===== src/rtl/operand_select_pipe_pkg.sv =====
// Shared defaults, reset constants and select-code helpers for the operand select pipe.
package operand_select_pipe_pkg;

  localparam int unsigned WIDTH_DEF      = 17;
  localparam int unsigned NUM_INPUTS_DEF = 3;
  localparam int unsigned NUM_CONSTS_DEF = 3;
  localparam int unsigned SEL_W_DEF      = 4;
  localparam int unsigned CADDR_W_DEF    = 2;

  localparam int unsigned CONST0_RST = 95;
  localparam int unsigned CONST1_RST = 200;

  localparam int unsigned ALLONES_CODE    = NUM_INPUTS_DEF + NUM_CONSTS_DEF;
  localparam int unsigned LAST_LEGAL_CODE = ALLONES_CODE;

  // Code of the all-ones source for an arbitrary input/constant split.
  function automatic int unsigned allones_code(int unsigned n_inputs, int unsigned n_consts);
    return n_inputs + n_consts;
  endfunction

endpackage


===== src/rtl/operand_select_pipe_if.sv =====
// Request/response and constant-write bus of the operand select pipe.
interface operand_select_pipe_if
  import operand_select_pipe_pkg::*;
#(
  parameter int unsigned WIDTH      = WIDTH_DEF,
  parameter int unsigned NUM_INPUTS = NUM_INPUTS_DEF,
  parameter int unsigned SEL_W      = SEL_W_DEF,
  parameter int unsigned CADDR_W    = CADDR_W_DEF
);
  logic [NUM_INPUTS*WIDTH-1:0] in_data;
  logic [SEL_W-1:0]            selection;
  logic                        in_valid;
  logic                        in_ready;
  logic [WIDTH-1:0]            out_data;
  logic                        out_valid;
  logic                        out_ready;
  logic                        const_wr_en;
  logic [CADDR_W-1:0]          const_wr_addr;
  logic [WIDTH-1:0]            const_wr_data;
  logic                        sel_error;
  logic                        err_clear;

  modport master (
    output in_data, selection, in_valid, out_ready,
           const_wr_en, const_wr_addr, const_wr_data, err_clear,
    input  in_ready, out_data, out_valid, sel_error
  );

  modport slave (
    input  in_data, selection, in_valid, out_ready,
           const_wr_en, const_wr_addr, const_wr_data, err_clear,
    output in_ready, out_data, out_valid, sel_error
  );
endinterface


===== src/rtl/operand_const_regfile.sv =====
// Runtime-writable constant registers with reset defaults, out-of-range write flag and read mux.
module operand_const_regfile
  import operand_select_pipe_pkg::*;
#(
  parameter int unsigned WIDTH      = WIDTH_DEF,
  parameter int unsigned NUM_CONSTS = NUM_CONSTS_DEF,
  parameter int unsigned CADDR_W    = CADDR_W_DEF
) (
  input  logic               i_clk,
  input  logic               i_rst_n,
  input  logic               i_wr_en,
  input  logic [CADDR_W-1:0] i_wr_addr,
  input  logic [WIDTH-1:0]   i_wr_data,
  input  logic [CADDR_W-1:0] i_rd_idx,
  output logic [WIDTH-1:0]   o_rd_data_c,
  output logic               o_wr_oor_c
);

  logic [WIDTH-1:0] r_const [NUM_CONSTS];

  assign o_wr_oor_c = i_wr_en && (32'(i_wr_addr) >= NUM_CONSTS);

  always_ff @(posedge i_clk or negedge i_rst_n) begin
    if (!i_rst_n) begin
      for (int i = 0; i < int'(NUM_CONSTS); i++) begin
        r_const[i] <= (i == 0) ? WIDTH'(CONST0_RST) :
                      (i == 1) ? WIDTH'(CONST1_RST) : '0;
      end
    end else begin
      for (int i = 0; i < int'(NUM_CONSTS); i++) begin
        if (i_wr_en && (i_wr_addr == CADDR_W'(i))) r_const[i] <= i_wr_data;
      end
    end
  end

  // Read mux; indices past the last register return zero.
  always_comb begin
    o_rd_data_c = '0;
    for (int i = 0; i < int'(NUM_CONSTS); i++) begin
      if (i_rd_idx == CADDR_W'(i)) o_rd_data_c = r_const[i];
    end
  end

endmodule


===== src/rtl/operand_select_pipe.sv =====
// Pipelined operand select: decodes input/constant/all-ones sources into a registered valid/ready stage.
module operand_select_pipe
  import operand_select_pipe_pkg::*;
#(
  parameter int unsigned WIDTH      = WIDTH_DEF,
  parameter int unsigned NUM_INPUTS = NUM_INPUTS_DEF,
  parameter int unsigned NUM_CONSTS = NUM_CONSTS_DEF,
  parameter int unsigned SEL_W      = SEL_W_DEF,
  parameter int unsigned CADDR_W    = CADDR_W_DEF
) (
  input  logic                  i_clk,
  input  logic                  i_rst_n,
  operand_select_pipe_if.slave  bus
);

  localparam int unsigned ALLONES    = allones_code(NUM_INPUTS, NUM_CONSTS);
  localparam int unsigned LAST_LEGAL = ALLONES;

  logic [WIDTH-1:0]   w_const_rd;
  logic [CADDR_W-1:0] w_cidx;
  logic               w_wr_oor;
  logic [WIDTH-1:0]   w_dec_data;
  logic               w_dec_illegal;
  logic               w_accept;
  logic [WIDTH-1:0]   r_out_data;
  logic               r_out_valid;
  logic               r_sel_error;

  assign w_cidx = CADDR_W'(bus.selection - SEL_W'(NUM_INPUTS));

  operand_const_regfile #(
    .WIDTH      (WIDTH),
    .NUM_CONSTS (NUM_CONSTS),
    .CADDR_W    (CADDR_W)
  ) u_const (
    .i_clk       (i_clk),
    .i_rst_n     (i_rst_n),
    .i_wr_en     (bus.const_wr_en),
    .i_wr_addr   (bus.const_wr_addr),
    .i_wr_data   (bus.const_wr_data),
    .i_rd_idx    (w_cidx),
    .o_rd_data_c (w_const_rd),
    .o_wr_oor_c  (w_wr_oor)
  );

  // Source decode; illegal codes yield zero and raise the error flag on accept.
  always_comb begin
    w_dec_data    = '0;
    w_dec_illegal = 1'b0;
    if (bus.selection < SEL_W'(NUM_INPUTS)) begin
      for (int k = 0; k < int'(NUM_INPUTS); k++) begin
        if (bus.selection == SEL_W'(k)) w_dec_data = bus.in_data[k*WIDTH +: WIDTH];
      end
    end else if (bus.selection < SEL_W'(ALLONES)) begin
      w_dec_data = w_const_rd;
    end else if (bus.selection == SEL_W'(ALLONES)) begin
      w_dec_data = '1;
    end else begin
      w_dec_illegal = (bus.selection > SEL_W'(LAST_LEGAL));
    end
  end

  assign bus.in_ready = !r_out_valid || bus.out_ready;
  assign w_accept     = bus.in_valid && bus.in_ready;

  always_ff @(posedge i_clk or negedge i_rst_n) begin
    if (!i_rst_n) begin
      r_out_data  <= '0;
      r_out_valid <= 1'b0;
    end else if (w_accept) begin
      r_out_data  <= w_dec_data;
      r_out_valid <= 1'b1;
    end else if (bus.out_ready) begin
      r_out_valid <= 1'b0;
    end
  end

  // Sticky error: a set in the same cycle as a clear takes priority.
  always_ff @(posedge i_clk or negedge i_rst_n) begin
    if (!i_rst_n) begin
      r_sel_error <= 1'b0;
    end else if ((w_accept && w_dec_illegal) || w_wr_oor) begin
      r_sel_error <= 1'b1;
    end else if (bus.err_clear) begin
      r_sel_error <= 1'b0;
    end
  end

  assign bus.out_data  = r_out_data;
  assign bus.out_valid = r_out_valid;
  assign bus.sel_error = r_sel_error;

endmodule


===== src/flat_wrapper.sv =====
// flat-port wrapper written by rule: the top's interface ports become plain ports
module operand_select_pipe_flat import operand_select_pipe_pkg::*;
#(
  parameter int unsigned WIDTH      = WIDTH_DEF,
  parameter int unsigned NUM_INPUTS = NUM_INPUTS_DEF,
  parameter int unsigned NUM_CONSTS = NUM_CONSTS_DEF,
  parameter int unsigned SEL_W      = SEL_W_DEF,
  parameter int unsigned CADDR_W    = CADDR_W_DEF
)
  (i_clk, i_rst_n, bus_in_data, bus_selection, bus_in_valid, bus_out_ready, bus_const_wr_en, bus_const_wr_addr, bus_const_wr_data, bus_err_clear, bus_in_ready, bus_out_data, bus_out_valid, bus_sel_error);
  operand_select_pipe_if #(.WIDTH(WIDTH), .NUM_INPUTS(NUM_INPUTS), .SEL_W(SEL_W), .CADDR_W(CADDR_W)) bus_i ();
  input  logic i_clk;
  input  logic i_rst_n;
  input wire logic [$bits(bus_i.in_data)-1:0] bus_in_data;
  input wire logic [$bits(bus_i.selection)-1:0] bus_selection;
  input wire logic [$bits(bus_i.in_valid)-1:0] bus_in_valid;
  input wire logic [$bits(bus_i.out_ready)-1:0] bus_out_ready;
  input wire logic [$bits(bus_i.const_wr_en)-1:0] bus_const_wr_en;
  input wire logic [$bits(bus_i.const_wr_addr)-1:0] bus_const_wr_addr;
  input wire logic [$bits(bus_i.const_wr_data)-1:0] bus_const_wr_data;
  input wire logic [$bits(bus_i.err_clear)-1:0] bus_err_clear;
  output wire logic [$bits(bus_i.in_ready)-1:0] bus_in_ready;
  output wire logic [$bits(bus_i.out_data)-1:0] bus_out_data;
  output wire logic [$bits(bus_i.out_valid)-1:0] bus_out_valid;
  output wire logic [$bits(bus_i.sel_error)-1:0] bus_sel_error;
  assign bus_i.in_data = bus_in_data;
  assign bus_i.selection = bus_selection;
  assign bus_i.in_valid = bus_in_valid;
  assign bus_i.out_ready = bus_out_ready;
  assign bus_i.const_wr_en = bus_const_wr_en;
  assign bus_i.const_wr_addr = bus_const_wr_addr;
  assign bus_i.const_wr_data = bus_const_wr_data;
  assign bus_i.err_clear = bus_err_clear;
  assign bus_in_ready = bus_i.in_ready;
  assign bus_out_data = bus_i.out_data;
  assign bus_out_valid = bus_i.out_valid;
  assign bus_sel_error = bus_i.sel_error;
  operand_select_pipe #(.WIDTH(WIDTH), .NUM_INPUTS(NUM_INPUTS), .NUM_CONSTS(NUM_CONSTS), .SEL_W(SEL_W), .CADDR_W(CADDR_W)) u_core (.i_clk(i_clk), .i_rst_n(i_rst_n), .bus(bus_i));
endmodule

===== config.mk =====
export PLATFORM = sky130hd
export DESIGN_NAME = operand_select_pipe_flat
export DESIGN_NICKNAME = d
export VERILOG_FILES = /design/src/rtl/operand_select_pipe_pkg.sv /design/src/rtl/operand_select_pipe_if.sv /design/src/rtl/operand_const_regfile.sv /design/src/rtl/operand_select_pipe.sv /design/src/flat_wrapper.sv
export SDC_FILE = /design/constraint.sdc
export NUM_CORES = 1
export LEC_CHECK = 0
export CORE_MARGIN = 3
export CORE_UTILIZATION = 27
export DETAILED_ROUTE_END_ITERATION = 10
export REMOVE_ABC_BUFFERS = 1
export SLEW_MARGIN = 15
export SYNTH_ARGS = -nofsm -noshare
export SYNTH_HDL_FRONTEND = slang
export SYNTH_HIERARCHICAL = 1
export SYNTH_SLANG_ARGS = --single-unit

===== constraint.sdc =====
create_clock -name i_clk -period 1.3 [get_ports i_clk]
set_input_delay 0.26 -clock i_clk [delete_from_list [all_inputs] [get_ports i_clk]]
set_output_delay 0.26 -clock i_clk [all_outputs]
set_load 0.1 [all_outputs]

==> results by group, run 1 <==
Status
  – Result of the run: finished with violations
  – Failing checks: setup timing

Clock tree
  – CTS Buffer Depth: 2
  – Clock-pin slew on the worst setup and hold paths: 60 ps
  – Clk_lat worst skew: between 300 and 400 ps
  – Root Driver: clkbuf_16
  – Clock sink count: 70
  – TritonCTS Buffers: 9
  – CTS tree: done
  – H-tree depth: 3

Yosys
  – Yosys cell types: 31
  – Post-synthesis mux area share: between 15 and 20%
  – Adder-cell share of the synthesized area: 1.33%
  – Mapped Area: 3750 um2
  – Register bit total from synthesis: 70
  – Sequential area share after synthesis: ~47%
  – Async S/R FF share, synth: 100%
  – Xor and xnor area share after synthesis: 0%
  – Cells after synthesis: ~320
  – Largest family of logic cells by synthesized area: compound AO/OA/AOI/OAI gates
  – Post-synthesis simple-gate area fraction: 7.60%
  – Synthesis Warnings: 6
  – Compound-cell area share of the yosys netlist: between 20% and 30%
  – Main synth FF type: dfrtp_1
  – Post-synth EDFFs: 0
  – Avg Inst Size Synth: 11.6 um2

Finish
  – Most common cell after layout, fill and taps aside: clkdlybuf4s50_1
  – Diode count: 0
  – Most frequent cells in the layout: clkdlybuf4s50_1 (70), dfrtp_1 (61), mux2_2 (51), buf_12 (30), buf_4 (29)
  – Final std cells w/o fill: roughly 650
  – Final Cell Area: 6300 um2
  – Nets@finish: approximately 550
  – Final core occ: 47.0%
  – Fillers: ~1200
  – Share of layout cells above drive strength 1: 45.7%
  – P&R area growth vs syn: 67.9%

Critical path
  – Slowest stage delay, CP: 410 ps
  – Worst path arrival time: 1110 ps
  – Crit path required time: 1040 ps
  – Critical path class: reg -> out
  – Worst r2r path cells: 7
  – Slowest CP cell: dfrtp_1
  – CP top delay family: flip-flops
  – Crit path cell chain: nand2b_4, buf_6, buf_12
  – Critical-path maximum fanout: 3
  – Worst path bufs/invs: 2
  – Reg2reg setup slack: -60 ps
  – Worst R2R End: u_core/bus.out_data[16]
  – CP Launch Type: flip-flop
  – Crit end category: primary output
  – Reg2reg start: u_core/bus.out_valid

STA
  – # setup viols final: 16
  – Min cycle time layout: approximately 1400 ps
  – Final hold vios: 0
  – Skew final: between 5 and 6 ps
  – Max Fclk: 0.729 GHz
  – Crit share post-route: 106%
  – RSZ-0062 raised after global routing: yes
  – Relative slew slack: between 70% and 80%
  – Final worst slack: -71.5 ps
  – Max-slew violation count: 0
  – WHS: 402 ps
  – Slew @ Worst Pin: 376 ps

Die
  – Initial core utilization: 28.0%
  – Core area: 13400 um2
  – Die Ht: 124 um
  – Row count: 42
  – DIE WIDTH: between 100 and 150 um
  – # IOs: 100
  – Die area: about 15000 um2

Min path
  – Hold Startpoint: bus_const_wr_addr[0]
  – HP Class: in -> reg
  – Hold Path Sink: u_core/bus.sel_error
  – Hold depth: 4

Placement
  – GPL Wtd Cong: 0.798
  – Placement Cell Area: 5430 um2
  – Post-DP HPWL: 8500 um
  – Port Buf Inserts: 99
  – Cells after DPL: a little over 600

Global routing
  – Vias in the first global route: 3436
  – Largest net degree at the start of global routing: 71
  – First-pass GRT wire length: 18600 um
  – Initial antenna violation count: 0
  – Tot GR Track Use: 16.2%
  – Total gr overflow: 0

Power and ir drop
  – Internal power: 0.00523 W
  – Worst vdd ir: between 0.0006 and 0.0007 V
  – Leakage: 2.55 nW
  – Comb power frac: between 30% and 40%
  – Clk network pwr share: 29.8%
  – Power Density: about 1200 nW/um2
  – P_sw: 0.00252 W
  – Reg power frac: 37.0%
  – Net Sw Frac: 32.6%
  – Final Total Pwr: about 0.0078 W

Detailed routing
  – Drt wl/cell: 19.6 um
  – Post-DRT Antenna Nets: 0
  – DR pass1 iterations: 4
  – Drt total wl: approximately 13000 um
  – Vias/cell: 4.97
  – Starting DRT DRC Count: 145
  – DRC violations left: 0
  – Vias: 3237

Job
  – Max_cap viols: 0
final cells by class:
cell class / count / area (um2) / share of cell area [%]
clock buffer: 10 / 239 / 3.79
multi-input combinational: 225 / 2100 / 33.3
inverter: 4 / 17.5 / 0.278
sequential: 70 / 1760 / 28.0
tap: 176 / 220 / 3.49
clock inverter: 6 / 46.3 / 0.735
timing repair buffer: 160 / 1920 / 30.5
routing by layer:
metal / part of all wire [%] / GRT usage, %
met5: 0 / 0
met4: 1.5 / 5.48
met2: 52 / 28.6
met1: 41 / 19.4
met3: 5.7 / 3.72
logic make-up (layout without fill, tap and decap cells):
logic type	count (synthesis)	in the layout
adder cells (fa/ha/maj)	4	4
AO/OA/AOI/OAI	109	109
buffers and inverters	28	180
multiplexers	68	68
flip-flops	70	70
AND/OR/NAND/NOR	44	44
sequential cells by signal, indices dropped and copies added (netlist names):
register / flops
u_core/u_const/r_const: 51
u_core/bus.out_data: 17
u_core/bus.out_valid: 1
u_core/bus.sel_error: 1
cells in the mapped netlist (all sizes together), types with 4 or more instances:
master	n	area (um2)
ha	4	50.1
a21oi	36	180
nand2	18	67.6
mux2	51	574
o21ai	20	100
nand2b	17	106
clkbuf	8	40.0
dfstp	9	236
inv	4	15.0
mux2i	17	170
dfrtp	61	1530
a31o	15	131
o2bb2ai	32	280
buf	16	100
metrics by stage:
| stage | TNS [ps] | setup slack [ps] |
|---|---|---|
| 4_1_cts | -1240 | -91.2 |
| 3_5_place_dp | -38330 | -1070 |
| 3_3_place_gp | -36980 | -1070 |
| 5_1_grt | -1220 | -103 |
| 2_1_floorplan | -33200 | -1800 |
| 6_report | -582 | -71.5 |
worst max path at each step:
| stage | depth (start not counted) | slack [ps] | to | start |
|---|---|---|---|---|
| floorplan | 4 | -1800 | u_core/bus.out_data[2] | u_core/bus.out_valid |
| global placement | 8 | -1070 | u_core/bus.out_data[7] | bus_selection[0] |
| detailed placement | 8 | -1070 | u_core/bus.out_data[7] | bus_selection[1] |
| CTS | 3 | -90 | bus_in_ready | u_core/bus.out_valid |
| global route | 3 | -100 | bus_in_ready | u_core/bus.out_valid |
| finish | 3 | -70 | bus_in_ready | u_core/bus.out_valid |
power by group through the flow:
| stage | combinational [W] | sequential [W] | clock, W |
|---|---|---|---|
| after global routing | 0.00271 | 0.00291 | 0.00244 |
| after CTS | 0.00244 | 0.00284 | 0.00235 |
| after detailed placement | 0.00230 | 0.00288 | 0 |
| final | 0.00257 | 0.00287 | 0.00231 |
| after floorplan | 0.000765 | 0.00334 | 0 |
| after global placement | 0.00226 | 0.00285 | 0 |
worst register-to-register path, stage by stage, from the launching register on:
cell and delay, ps:
dfrtp_1 400, nand2b_4 80, buf_6 120, o211ai_4 100, buf_12 150, buf_16 150
o2bb2ai_1 80, a31o_1 180
repair_timing:
item                       in CTS  in global routing
hold buffers                    1                  0
gates resized for setup        56                 51
gates cloned                    4                  2
pin swaps                      13                 12
setup buffers                   9                  3
setup endpoints to repair      68                 23
hold endpoints to repair       61                  0
Note: power is estimated with default switching activity, not from simulation.
==> run 2, diff against run 1 <==
--- a/config.mk
+++ b/config.mk
@@ -5,9 +5,10 @@
 export SDC_FILE = /design/constraint.sdc
 export NUM_CORES = 1
 export LEC_CHECK = 0
-export CORE_MARGIN = 3
+export CORE_MARGIN = 1.5
 export CORE_UTILIZATION = 27
 export DETAILED_ROUTE_END_ITERATION = 10
+export RECOVER_POWER = 25
 export REMOVE_ABC_BUFFERS = 1
 export SLEW_MARGIN = 15
 export SYNTH_ARGS = -nofsm -noshare
==> run 2 against run 1 <==
The flow still finishes with violations (setup timing); sequential share of layout area increased by 1.0 points; final cell count decreased by 0.92%; flip-flop and latch count stayed put; power decreased by 0.53%; clock skew is 0.67 ps lower; register-to-register slack lost 60 ps; die area shrank 4.8%; critical path type is now reg -> reg; critical endpoint is now u_core/bus.out_data[6]; largest cell class unchanged; largest power group unchanged.
==> results by group, run 2 (same netlist as run 1, synthesis figures left out) <==
Power and ir drop
  – Leakage: 2.46 nW (-3.6%)
  – Clk network pwr share: 31.2% (+1.4 points)
  – Internal power: 0.00539 W (+3.1%)
  – Reg power frac: 37.1% (about the same)
  – Power Density: 1270 nW/um2 (+3.1%)
  – Worst vdd ir: 0.000607 V (-10%)
  – Comb power frac: 31.6% (-1.6 points)
  – Net Sw Frac: 30.1% (-2.5 points)
  – P_sw: 0.00232 W (-8.1%)

Critical path
  – End of the critical path: u_core/bus.out_data[6]
  – Critical-path maximum fanout: 9 (+6)
  – Crit end category: flip-flop
  – CP startpoint: u_core/bus.out_valid
  – Worst R2R End: u_core/bus.out_data[6]
  – Worst r2r path cells: 5 (-2)
  – CP Launch Type: flip-flop
  – Reg2reg setup slack: -120 ps (-60 ps)
  – Critical path class: reg -> reg
  – Reg2reg start: u_core/bus.out_valid
  – Worst path arrival time: 1620 ps (+510 ps)
  – Crit path required time: 1510 ps (+470 ps)

Finish
  – Largest reg by FF count: u_core/u_const/r_const
  – FF/Latch Area: 1760 um2 (unchanged)
  – Multi-input logic area: 1990 um2 (-4.8%)
  – Share of layout cells above drive strength 1: 40.7% (-5.0 points)
  – Nets@finish: 548 (-1.1%)
  – Largest register FFs: 51 (unchanged)
  – Fillers: 1231 (+2.4%)
  – P&R area growth vs syn: 62.1%
  – Most frequent cells in the layout: clkdlybuf4s50_1 (70), dfrtp_1 (61), mux2_2 (51), buf_12 (28), buf_4 (28)
  – Diode count: 0 (unchanged)
  – Most common cell after layout, fill and taps aside: clkdlybuf4s50_1

Min path
  – HP Class: in -> async

Global routing
  – Largest net degree at the start of global routing: 37 (-48%)
  – Met1 GRT Util: 20.8% (+1.3 points)
  – Vias in the first global route: 3427 (-0.26%)
  – First-pass GRT wire length: 18300 um (-1.5%)
  – Gr busiest metal: met2
  – Met2 usage: 29.2% (+0.56 points)
  – Total gr overflow: 0 (unchanged)
  – Tot GR Track Use: 16.7% (+0.53 points)
  – Met3 Track Usage GR: 3.76% (+0.036 points)
  – Initial antenna violation count: 0 (unchanged)

Detailed routing
  – Starting DRT DRC Count: 120 (-17%)
  – Vias: 3179 (-1.8%)
  – Drt total wl: 11800 um (-7.1%)
  – Vias/cell: 4.93 (-0.88%)
  – DR pass1 iterations: 4 (unchanged)
  – Post-DRT Antenna Nets: 0 (unchanged)
  – DRC violations left: 0 (unchanged)
  – Drt wl/cell: 18.3 um (-6.3%)

Die
  – Core area: 13400 um2 (unchanged)
  – Die Ht: 121 um (-2.4%)
  – Die area: 14600 um2 (-4.8%)
  – Initial core utilization: 28.0% (unchanged)
  – DIE WIDTH: 121 um (-2.4%)
  – # IOs: 100 (unchanged)
  – Row count: 42 (unchanged)

Clock tree
  – CTS tree: done
  – Clock sink count: 70 (unchanged)
  – CTS Buffer Depth: 2 (unchanged)
  – H-tree depth: 3 (unchanged)
  – TritonCTS Buffers: 9 (unchanged)
  – Clk_lat worst skew: 320 ps (about the same)
  – Root Driver: clkbuf_16
  – Clock-pin slew on the worst setup and hold paths: 50 ps (about the same)

STA
  – Crit share post-route: 109% (+3.5 points)
  – Setup TNS: -1170 ps (-586 ps)
  – # setup viols final: 18 (+2)
  – Final hold vios: 0 (unchanged)
  – Relative slew slack: 66.0% (-8.9 points)
  – Max Fclk: 0.705 GHz (-3.2%)
  – Skew final: 4.37 ps (-0.670 ps)
  – Min cycle time layout: 1420 ps (+46.1 ps)
  – RSZ-0062 raised after global routing: yes
  – Final worst slack: -118 ps (-46.1 ps)
  – Slew @ Worst Pin: 510 ps (+134 ps)
  – Max-slew violation count: 0 (unchanged)

Placement
  – Post-DP HPWL: 8410 um (-1.1%)
  – Port Buf Inserts: 99 (unchanged)
  – GPL Wtd Cong: 0.811 (+1.7%)
  – Worst slack, placed: -881 ps (+191 ps)

Status
  – Failing checks: setup timing
  – Result of the run: finished with violations

Job
  – Max_cap viols: 0 (unchanged)
-- run 2: cell types whose count changed in the layout (fill, tap and decap cells not counted), moves of 4 or more --
cell / previous run / this run
o21ai_1: 9 / 0
clkbuf_1: 0 / 5
o21ai_0: 10 / 20
a21oi_2: 18 / 7
o2bb2ai_4: 4 / 0
buf_6: 16 / 11
a21oi_1: 18 / 27
-- run 2: how the worst min path moves through the flow --
stage	start	endpoint	slack (ps)	cells past startpoint
after floorplan	i_rst_n	u_core/bus.out_data[0]	-40	0
after global placement	i_rst_n	u_core/u_const/r_const[21]	70	1
after detailed placement	i_rst_n	u_core/u_const/r_const[21]	70	1
after CTS	i_rst_n	u_core/u_const/r_const[21]	290	2
after global routing	i_rst_n	u_core/u_const/r_const[21]	320	2
final	i_rst_n	u_core/u_const/r_const[21]	290	2
-- run 2: cell type report --
class	instances	area share, %
Multi-Input combinational cell	225	32.8
Timing Repair Buffer	154	29.5
Sequential cell	70	29.0
Clock buffer	15	4.40
Tap cell	176	3.62
Clock inverter	1	0.494
Inverter	4	0.247
-- run 2: power groups by stage --
stage	Combinational, W	Sequential, W	Clock, W
floorplan	0.000765	0.00334	0
global placement	0.00228	0.00286	0
detailed placement	0.00231	0.00288	0
CTS	0.00239	0.00285	0.00246
global route	0.00256	0.00291	0.00258
finish	0.00244	0.00286	0.00241
-- run 2: per-stage QoR --
| stage | total power, W | utilization (%) | hold WS, ps | cell area [um2] | std cells |
|---|---|---|---|---|---|
| after floorplan | 0.00410 | - | -35.6 | 3610 | 299 |
| after global routing | 0.00805 | 45.4 | 321 | 6080 | 645 |
| after global placement | 0.00514 | 40.8 | 72.5 | 5460 | 619 |
| final | 0.00771 | 45.4 | 288 | 6080 | 645 |
| after detailed placement | 0.00519 | 40.8 | 71.9 | 5460 | 619 |
| after CTS | 0.00770 | 44.7 | 293 | 5990 | 643 |
-- run 2: worst max-delay path: stages, from the launching register on --
cell	delay, ps
dfrtp_1	400
nand2b_4	90
nand2_1	200
buf_4	260
o2bb2ai_1	140
a31o_2	220
-- run 2: timing repair --
action	4_1_cts	5_1_grt
hold endpoints to repair	62	0
resized for setup	47	22
hold buffers	1	0
setup endpoints to repair	69	31
setup buffers	4	2
pin swaps	7	3
cloned	3	0
-- run 2: layer usage --
layer  vias up  share of wire (%)
met4         0                2.0
met2        90                 50
met5         -                  0
met1      1577                 44
met3        17                4.7
li1       1495                  -
